<file path="src/rtl/soc_ctrl_pkg.sv">
// soc_ctrl_pkg: shared state and error-cause types for the SoC run sequencer
package soc_ctrl_pkg;
  typedef enum logic [2:0] {IDLE, RESET, RUN, DRAIN, DONE, FAIL} run_state_e;
  typedef enum logic [1:0] {ERR_NONE, ERR_TIMEOUT, ERR_STALL, ERR_ABORT} run_err_e;
endpackage

</file>
<file path="src/rtl/pc_stall_detect.sv">
// pc_stall_detect: flags STALL_CYCLES consecutive cycles of an unchanged fetch address
module pc_stall_detect #(
  parameter int STALL_CYCLES = 16
) (
  input  logic        clk_i,
  input  logic        rst_i,
  input  logic        clear_i,
  input  logic [31:0] instr_addr_i,
  output logic        stall_o
);
  localparam int W = $clog2(STALL_CYCLES + 1);
  localparam logic [W-1:0] LIM = W'(STALL_CYCLES);
  logic [31:0] prev_q, prev_d;
  logic        valid_q, valid_d;
  logic [W-1:0] cnt_q, cnt_d;
  always_comb begin
    prev_d  = instr_addr_i;
    valid_d = !clear_i;
    cnt_d   = (clear_i || !valid_q || instr_addr_i != prev_q) ? '0 :
              (cnt_q == LIM) ? cnt_q : cnt_q + 1'b1;
    stall_o = !clear_i && cnt_d == LIM;
  end
  always_ff @(posedge clk_i) begin
    if (rst_i) begin
      prev_q  <= '0;
      valid_q <= 1'b0;
      cnt_q   <= '0;
    end else begin
      prev_q  <= prev_d;
      valid_q <= valid_d;
      cnt_q   <= cnt_d;
    end
  end
endmodule

</file>
<file path="src/rtl/soc_run_ctrl.sv">
// soc_run_ctrl: reset/fetch-enable sequencer with watchdog, stall detect, result capture and retries
module soc_run_ctrl
  import soc_ctrl_pkg::*;
#(
  parameter int RST_CYCLES     = 4,
  parameter int TIMEOUT_CYCLES = 100,
  parameter int STALL_CYCLES   = 16,
  parameter int DRAIN_CYCLES   = 1,
  parameter int MAX_RETRIES    = 1
) (
  input  logic        clk_i,
  input  logic        rst_i,
  input  logic        start_i,
  input  logic        abort_i,
  output logic        core_rst_no,
  output logic        fetch_enable_o,
  input  logic [31:0] mem_flag_i,
  input  logic [31:0] mem_result_i,
  input  logic [31:0] instr_addr_i,
  output logic        busy_o,
  output logic        done_o,
  output logic [1:0]  err_o,
  output logic [31:0] result_o,
  output logic [31:0] cycles_o,
  output logic [2:0]  retries_o
);
  run_state_e  state_q, state_d;
  run_err_e    err_q, err_d;
  logic [31:0] wait_q, wait_d, result_q, result_d, cycles_q, cycles_d;
  logic [2:0]  retries_q, retries_d;
  logic        core_rst_q, core_rst_d, fetch_q, fetch_d, busy_q, busy_d, done_q, done_d;
  logic        stall, timeout;
  pc_stall_detect #(.STALL_CYCLES(STALL_CYCLES)) u_stall (
    .clk_i       (clk_i),
    .rst_i       (rst_i),
    .clear_i     (state_q != RUN),
    .instr_addr_i(instr_addr_i),
    .stall_o     (stall)
  );
  assign timeout = cycles_q >= 32'(TIMEOUT_CYCLES);
  always_comb begin
    state_d   = state_q;
    err_d     = err_q;
    wait_d    = wait_q;
    result_d  = result_q;
    cycles_d  = cycles_q;
    retries_d = retries_q;
    if (abort_i) begin
      state_d = IDLE;
      err_d   = busy_q ? ERR_ABORT : err_q;
    end else if (start_i && !busy_q) begin
      state_d   = RESET;
      err_d     = ERR_NONE;
      wait_d    = '0;
      result_d  = '0;
      cycles_d  = '0;
      retries_d = '0;
    end else if (state_q == RESET) begin
      wait_d = wait_q + 1;
      if (wait_q == 32'(RST_CYCLES - 1)) begin
        state_d  = RUN;
        cycles_d = 32'd1;
      end
    end else if (state_q == RUN) begin
      if (|mem_flag_i) begin
        state_d = DRAIN;
        wait_d  = '0;
      end else if (timeout || stall) begin
        if (retries_q < 3'(MAX_RETRIES)) begin
          retries_d = retries_q + 1'b1;
          state_d   = RESET;
          wait_d    = '0;
        end else begin
          state_d = FAIL;
          err_d   = timeout ? ERR_TIMEOUT : ERR_STALL;
        end
      end else begin
        cycles_d = (&cycles_q) ? cycles_q : cycles_q + 1;
      end
    end else if (state_q == DRAIN) begin
      wait_d = wait_q + 1;
      if (wait_q == 32'(DRAIN_CYCLES)) begin
        state_d  = DONE;
        result_d = mem_result_i;
      end
    end
    core_rst_d = state_d inside {RUN, DRAIN, DONE};
    fetch_d    = state_d == RUN;
    busy_d     = state_d inside {RESET, RUN, DRAIN};
    done_d     = state_d == DONE;
  end
  always_ff @(posedge clk_i) begin
    if (rst_i) begin
      state_q    <= IDLE;
      err_q      <= ERR_NONE;
      wait_q     <= '0;
      result_q   <= '0;
      cycles_q   <= '0;
      retries_q  <= '0;
      core_rst_q <= 1'b0;
      fetch_q    <= 1'b0;
      busy_q     <= 1'b0;
      done_q     <= 1'b0;
    end else begin
      state_q    <= state_d;
      err_q      <= err_d;
      wait_q     <= wait_d;
      result_q   <= result_d;
      cycles_q   <= cycles_d;
      retries_q  <= retries_d;
      core_rst_q <= core_rst_d;
      fetch_q    <= fetch_d;
      busy_q     <= busy_d;
      done_q     <= done_d;
    end
  end
  assign core_rst_no    = core_rst_q;
  assign fetch_enable_o = fetch_q;
  assign busy_o         = busy_q;
  assign done_o         = done_q;
  assign err_o          = err_q;
  assign result_o       = result_q;
  assign cycles_o       = cycles_q;
  assign retries_o      = retries_q;
endmodule

</file>
<file path="config.mk">
export PLATFORM = sky130hd
export DESIGN_NAME = soc_run_ctrl
export DESIGN_NICKNAME = d
export VERILOG_FILES = /design/src/rtl/soc_ctrl_pkg.sv /design/src/rtl/pc_stall_detect.sv /design/src/rtl/soc_run_ctrl.sv
export SDC_FILE = /design/constraint.sdc
export NUM_CORES = 1
export LEC_CHECK = 0
export CORE_MARGIN = 2
export CORE_UTILIZATION = 50
export DETAILED_ROUTE_END_ITERATION = 10
export PLACE_DENSITY_LB_ADDON = 0.2
export RECOVER_POWER = 50
export SLEW_MARGIN = 25
export SYNTH_ARGS = -nofsm -noshare
export SYNTH_HDL_FRONTEND = slang
export SYNTH_SLANG_ARGS = --single-unit
</file>
<file path="constraint.sdc">
create_clock -name clk_i -period 5.1 [get_ports clk_i]
set_input_delay 1.53 -clock clk_i [delete_from_list [all_inputs] [get_ports clk_i]]
set_output_delay 1.53 -clock clk_i [all_outputs]
set_load 0.03 [all_outputs]
</file>
==> results.txt <==
Total buffers and inverters traversed by the critical path: 2. The net count of the finished layout is 991. Measured on the finished design, the core utilization comes to 70.5%. The multi-input combinational cells in the finished layout cover a total of 3290 sq um.

The internal power of the cells totals 0.00214 W. The flip-flop and latch area is 2920 sq um, and the register area share after synthesis is 45.7%. Leaving out fill and tap cells, the most frequent cell in the layout is sky130_fd_sc_hd__dfxtp_1. Between clock sinks in the finished design, the worst skew comes to 9.45 ps.

The count of standard-cell rows was 41. The die is 117 um wide. Across all layers, the routed design uses 6,078 vias.

Leaving out filler cells and counting taps, the final layout contains 1,069. Combinational cells account for 7.2% of the total power. The region available for standard cell placement spans 12,600 sq um. The switching power was 0.000587 W; the async set-reset flop share out of synthesis was 0%. Once detail routing completed, the nets flagged for antenna violations numbered 0. The flow ran to the end, but the final reports show violations.

Counting distinct cell types in the post-synthesis netlist gives 63. The peak per-stage delay on the critical path is 580 ps, and the share of cells above drive strength 1 is 5.80%. Global routing consumed, over all layers together, 25.7% of the routing resources. The largest total area in the synthesized netlist belongs to sky130_fd_sc_hd__dfxtp_1. Summed over all failing endpoints, the final setup total negative slack is 0 ps.

The wire length of the first global-routing pass was 27.8 mm. The run gives 3.45 nW as the leakage component of the power. The floorplan step defined a die boundary enclosing 13,700 sq um. For the worst setup path, the data required time is 5450 ps. Clock latency on the worst-skew pair, taken at its later pin, is 430 ps.

In this run, post-CTS hold repair placed 0 buffers. The tools report the maximum root-to-sink buffer count as 2. The arrival time of the worst setup path is 4360 ps, and the number of instances resized during post-cts repair is 0.

For the number of max-slew violations in the final report, the log shows 46. VDD sags by at most 0.194 mV. After synthesis the netlist holds a flip-flop and latch count of 146. Once the floorplan was initialized, standard cells occupied 50.8% of the core. After detailed routing, the number of remaining DRC violations is 0. Dividing the synthesized area by the synthesized cell count gives 8.86 sq um. Buffers inserted during clock tree synthesis total 17.

The tools report the number of nets in the synthesized netlist as 828. In this run the worst hold path is classified as flop to flop. The post-synthesis instance area is 6390 sq um, and the number of maximum-capacitance violations is 1. After clock tree synthesis, the setup repair step added 0 buffers. The worst setup path is captured at a flop. The first detailed-routing pass took 7 iterations. Routability-driven placement finished with a final weighted congestion of 0.825. Dividing total power by cell area gives a power density of 308 nW/um^2. The final worst-path cycle share works out to 78.7%. The final hold violation count is 0, and the net switching share of the total power is 21.5%. In the layout the commonest cells are 146 x sky130_fd_sc_hd__dfxtp_1, 97 x sky130_fd_sc_hd__clkdlybuf4s50_1, 74 x sky130_fd_sc_hd__dlygate4sd3_1, 67 x sky130_fd_sc_hd__nor2_1, 42 x sky130_fd_sc_hd__a21oi_1. After synthesis, the largest area contributor takes up 45.7% of total cell area. After detailed routing, the average wire length per cell comes to 16.2 um. Along the worst path, the maximum fanout reaches 51.

At the pin with the least slew margin, the transition time is 1950 ps. For the number of antenna violations at the first check in global routing, the log shows 0. The finished cells cover 8860 sq um. Counting tap cells, the placed design contains a total of 1,037 instances.

TritonCTS built the clock tree. The worst pin sits at a relative slew slack of -30.2%. The maximum number of pins on one net before global-route repair came out at 52. Among all flip-flop cells after synthesis, the most frequent one is sky130_fd_sc_hd__dfxtp_1.

By area the synthesized netlist is led by sky130_fd_sc_hd__dfxtp_1 46%, sky130_fd_sc_hd__nor2_1 4.0%, sky130_fd_sc_hd__a22oi_1 3.8%. The checks that failed: capacitance limit, slew limit. The clock transition at the registers of the reported paths works out to 60 ps. For this run the aggregate overflow at the end of global routing stands at 0.

Of the total power, registers draw 42.8%. The run gives 5,988 as the via count of the first global-routing pass. The worst setup path is launched from an input pin. The critical path is of the input pin to flop type.

The clock drives 146 sinks. Setup repair after global routing left no endpoint under its margin. The HPWL after detailed placement is 12.2 mm. Number of input and output port buffers inserted: 172.

During I/O placement, the number of pins put on the boundary was 173. The total of warnings raised by yosys was 0; the total length of routed wires was 17.3 mm. Once placement finished, the instance area stood at 8220 sq um.

The tools report the clock root buffer as sky130_fd_sc_hd__clkbuf_16. After the first detailed-routing iteration, the DRC count stood at 489. The fill cell instance count of the final layout is 953. The repair_antennas step left the layout with diodes totalling 0. The maximum clock rate is 249 MHz. Counting flops with a built-in enable in the synthesized netlist gives 0. The kind of cell adding the most delay to the critical path was simple AND/OR/NAND/NOR gates. Using the TritonRoute via totals, the vias-per-cell ratio works out to 5.69. The area growth from synthesis to final layout works out to 38.7%. The clock period could shrink to 4010 ps. From bottom edge to top edge, the die measures 117 um.

The signal on the critical path passes through clkdlybuf4s50_1 -> xor2_1 -> nor4_1 -> nand3_1 -> nor3_1 -> and4b_1 -> nor2_2 -> buf_4 -> or4_1 -> a21oi_1. The run gives 0 as the final number of setup-violating endpoints. For the synthesized instance count, the log shows 721. The slowest stage of the critical path is the sky130_fd_sc_hd__or4_1 cell.

The relative contribution of the clock network to total power is 50.0%, and the maximum level of the CTS H-tree is 4.
[cells in the mapped netlist (2+ instances only)]
cell,instances
sky130_fd_sc_hd__buf_1,2
sky130_fd_sc_hd__a21oi_1,42
sky130_fd_sc_hd__nor3_1,15
sky130_fd_sc_hd__nor4_1,29
sky130_fd_sc_hd__o21ai_1,2
sky130_fd_sc_hd__buf_2,8
sky130_fd_sc_hd__and2_1,28
sky130_fd_sc_hd__and4_1,4
sky130_fd_sc_hd__a21bo_2,2
sky130_fd_sc_hd__nand2_1,36
sky130_fd_sc_hd__nor2_1,68
sky130_fd_sc_hd__or2_2,3
sky130_fd_sc_hd__mux2i_1,2
sky130_fd_sc_hd__nand3_1,21
sky130_fd_sc_hd__nand4_1,23
sky130_fd_sc_hd__and3_1,15
sky130_fd_sc_hd__a31oi_1,7
sky130_fd_sc_hd__nand2b_1,19
sky130_fd_sc_hd__inv_1,14
sky130_fd_sc_hd__or4_1,15
sky130_fd_sc_hd__o31ai_1,13
sky130_fd_sc_hd__a22oi_1,32
sky130_fd_sc_hd__xor2_1,14
sky130_fd_sc_hd__o21ai_0,20
sky130_fd_sc_hd__o21a_1,2
sky130_fd_sc_hd__nor3b_1,2
sky130_fd_sc_hd__a311oi_1,4
sky130_fd_sc_hd__o2111ai_1,3
sky130_fd_sc_hd__ha_1,7
sky130_fd_sc_hd__nor2b_1,36
sky130_fd_sc_hd__o311ai_0,2
sky130_fd_sc_hd__dfxtp_1,146
sky130_fd_sc_hd__or3_1,20
sky130_fd_sc_hd__xnor2_1,17
sky130_fd_sc_hd__clkbuf_1,20
[flip-flops by register name, summed over array words and instances (netlist names)]
name	count
u_stall.prev_q	32
cycles_o	32
busy_o	1
err_o	2
state_q	3
done_o	1
u_stall.valid_q	1
wait_q	32
core_rst_no	1
result_o	32
fetch_enable_o	1
u_stall.cnt_q	5
retries_o	3
[worst paths after layout]
path	endpoint	slack, ps	startpoint	cells after the start
min	cycles_o[27]	480	cycles_o[27]	1
max reg2reg	result_o[20]	1710	wait_q[24]	7
max	wait_q[10]	1090	instr_addr_i[15]	10
min reg2reg	cycles_o[27]	480	cycles_o[27]	1
[layout make-up]
| cell class | count | share of cell area [%] |
|---|---|---|
| clock buffer | 19 | 5.00 |
| clock inverter | 13 | 2.33 |
| inverter | 14 | 0.593 |
| multi-input combinational | 529 | 37.1 |
| sequential | 146 | 33.0 |
| tap | 172 | 2.43 |
| timing repair buffer | 176 | 19.6 |
[worst register-to-register path: cells and delay by family (launching register included)]
family,cells,cell delay (ps)
AND/OR/NAND/NOR,5,1720
AO/OA/AOI/OAI,1,210
flip-flops,1,350
buffers and inverters,1,1040
[layer usage]
layer | GRT usage, % | wire length, um
met2 | 42.8 | 8290
met5 | 0 | 0
met3 | 8.03 | 1540
met4 | 10.7 | 344
met1 | 31.0 | 7170
[stage by stage]
stage / hold WS [ps] / total power, W / setup WS (ps)
finish: 476 / 0.00273 / 1090
detailed placement: 468 / 0.00139 / 723
floorplan: 460 / 0.00128 / 1660
global placement: 461 / 0.00138 / 795
CTS: 487 / 0.00275 / 1090
global route: 498 / 0.00281 / 823
[cell families after synthesis]
group	share of synthesized area, %
AO/OA/AOI/OAI	14.7
XOR/XNOR	4.25
adder cells (fa/ha/maj)	1.37
buffers and inverters	3.04
flip-flops	45.7
multiplexers	0.490
AND/OR/NAND/NOR	30.4
[power groups by stage]
stage / registers [W] / clock network (W) / logic [W]
2_1_floorplan: 0.00119 / 0 / 0.0000890
3_3_place_gp: 0.00119 / 0 / 0.000189
3_5_place_dp: 0.00119 / 0 / 0.000195
4_1_cts: 0.00117 / 0.00138 / 0.000197
5_1_grt: 0.00117 / 0.00143 / 0.000214
6_report: 0.00117 / 0.00137 / 0.000196
Power figures use the tool's default switching activity.
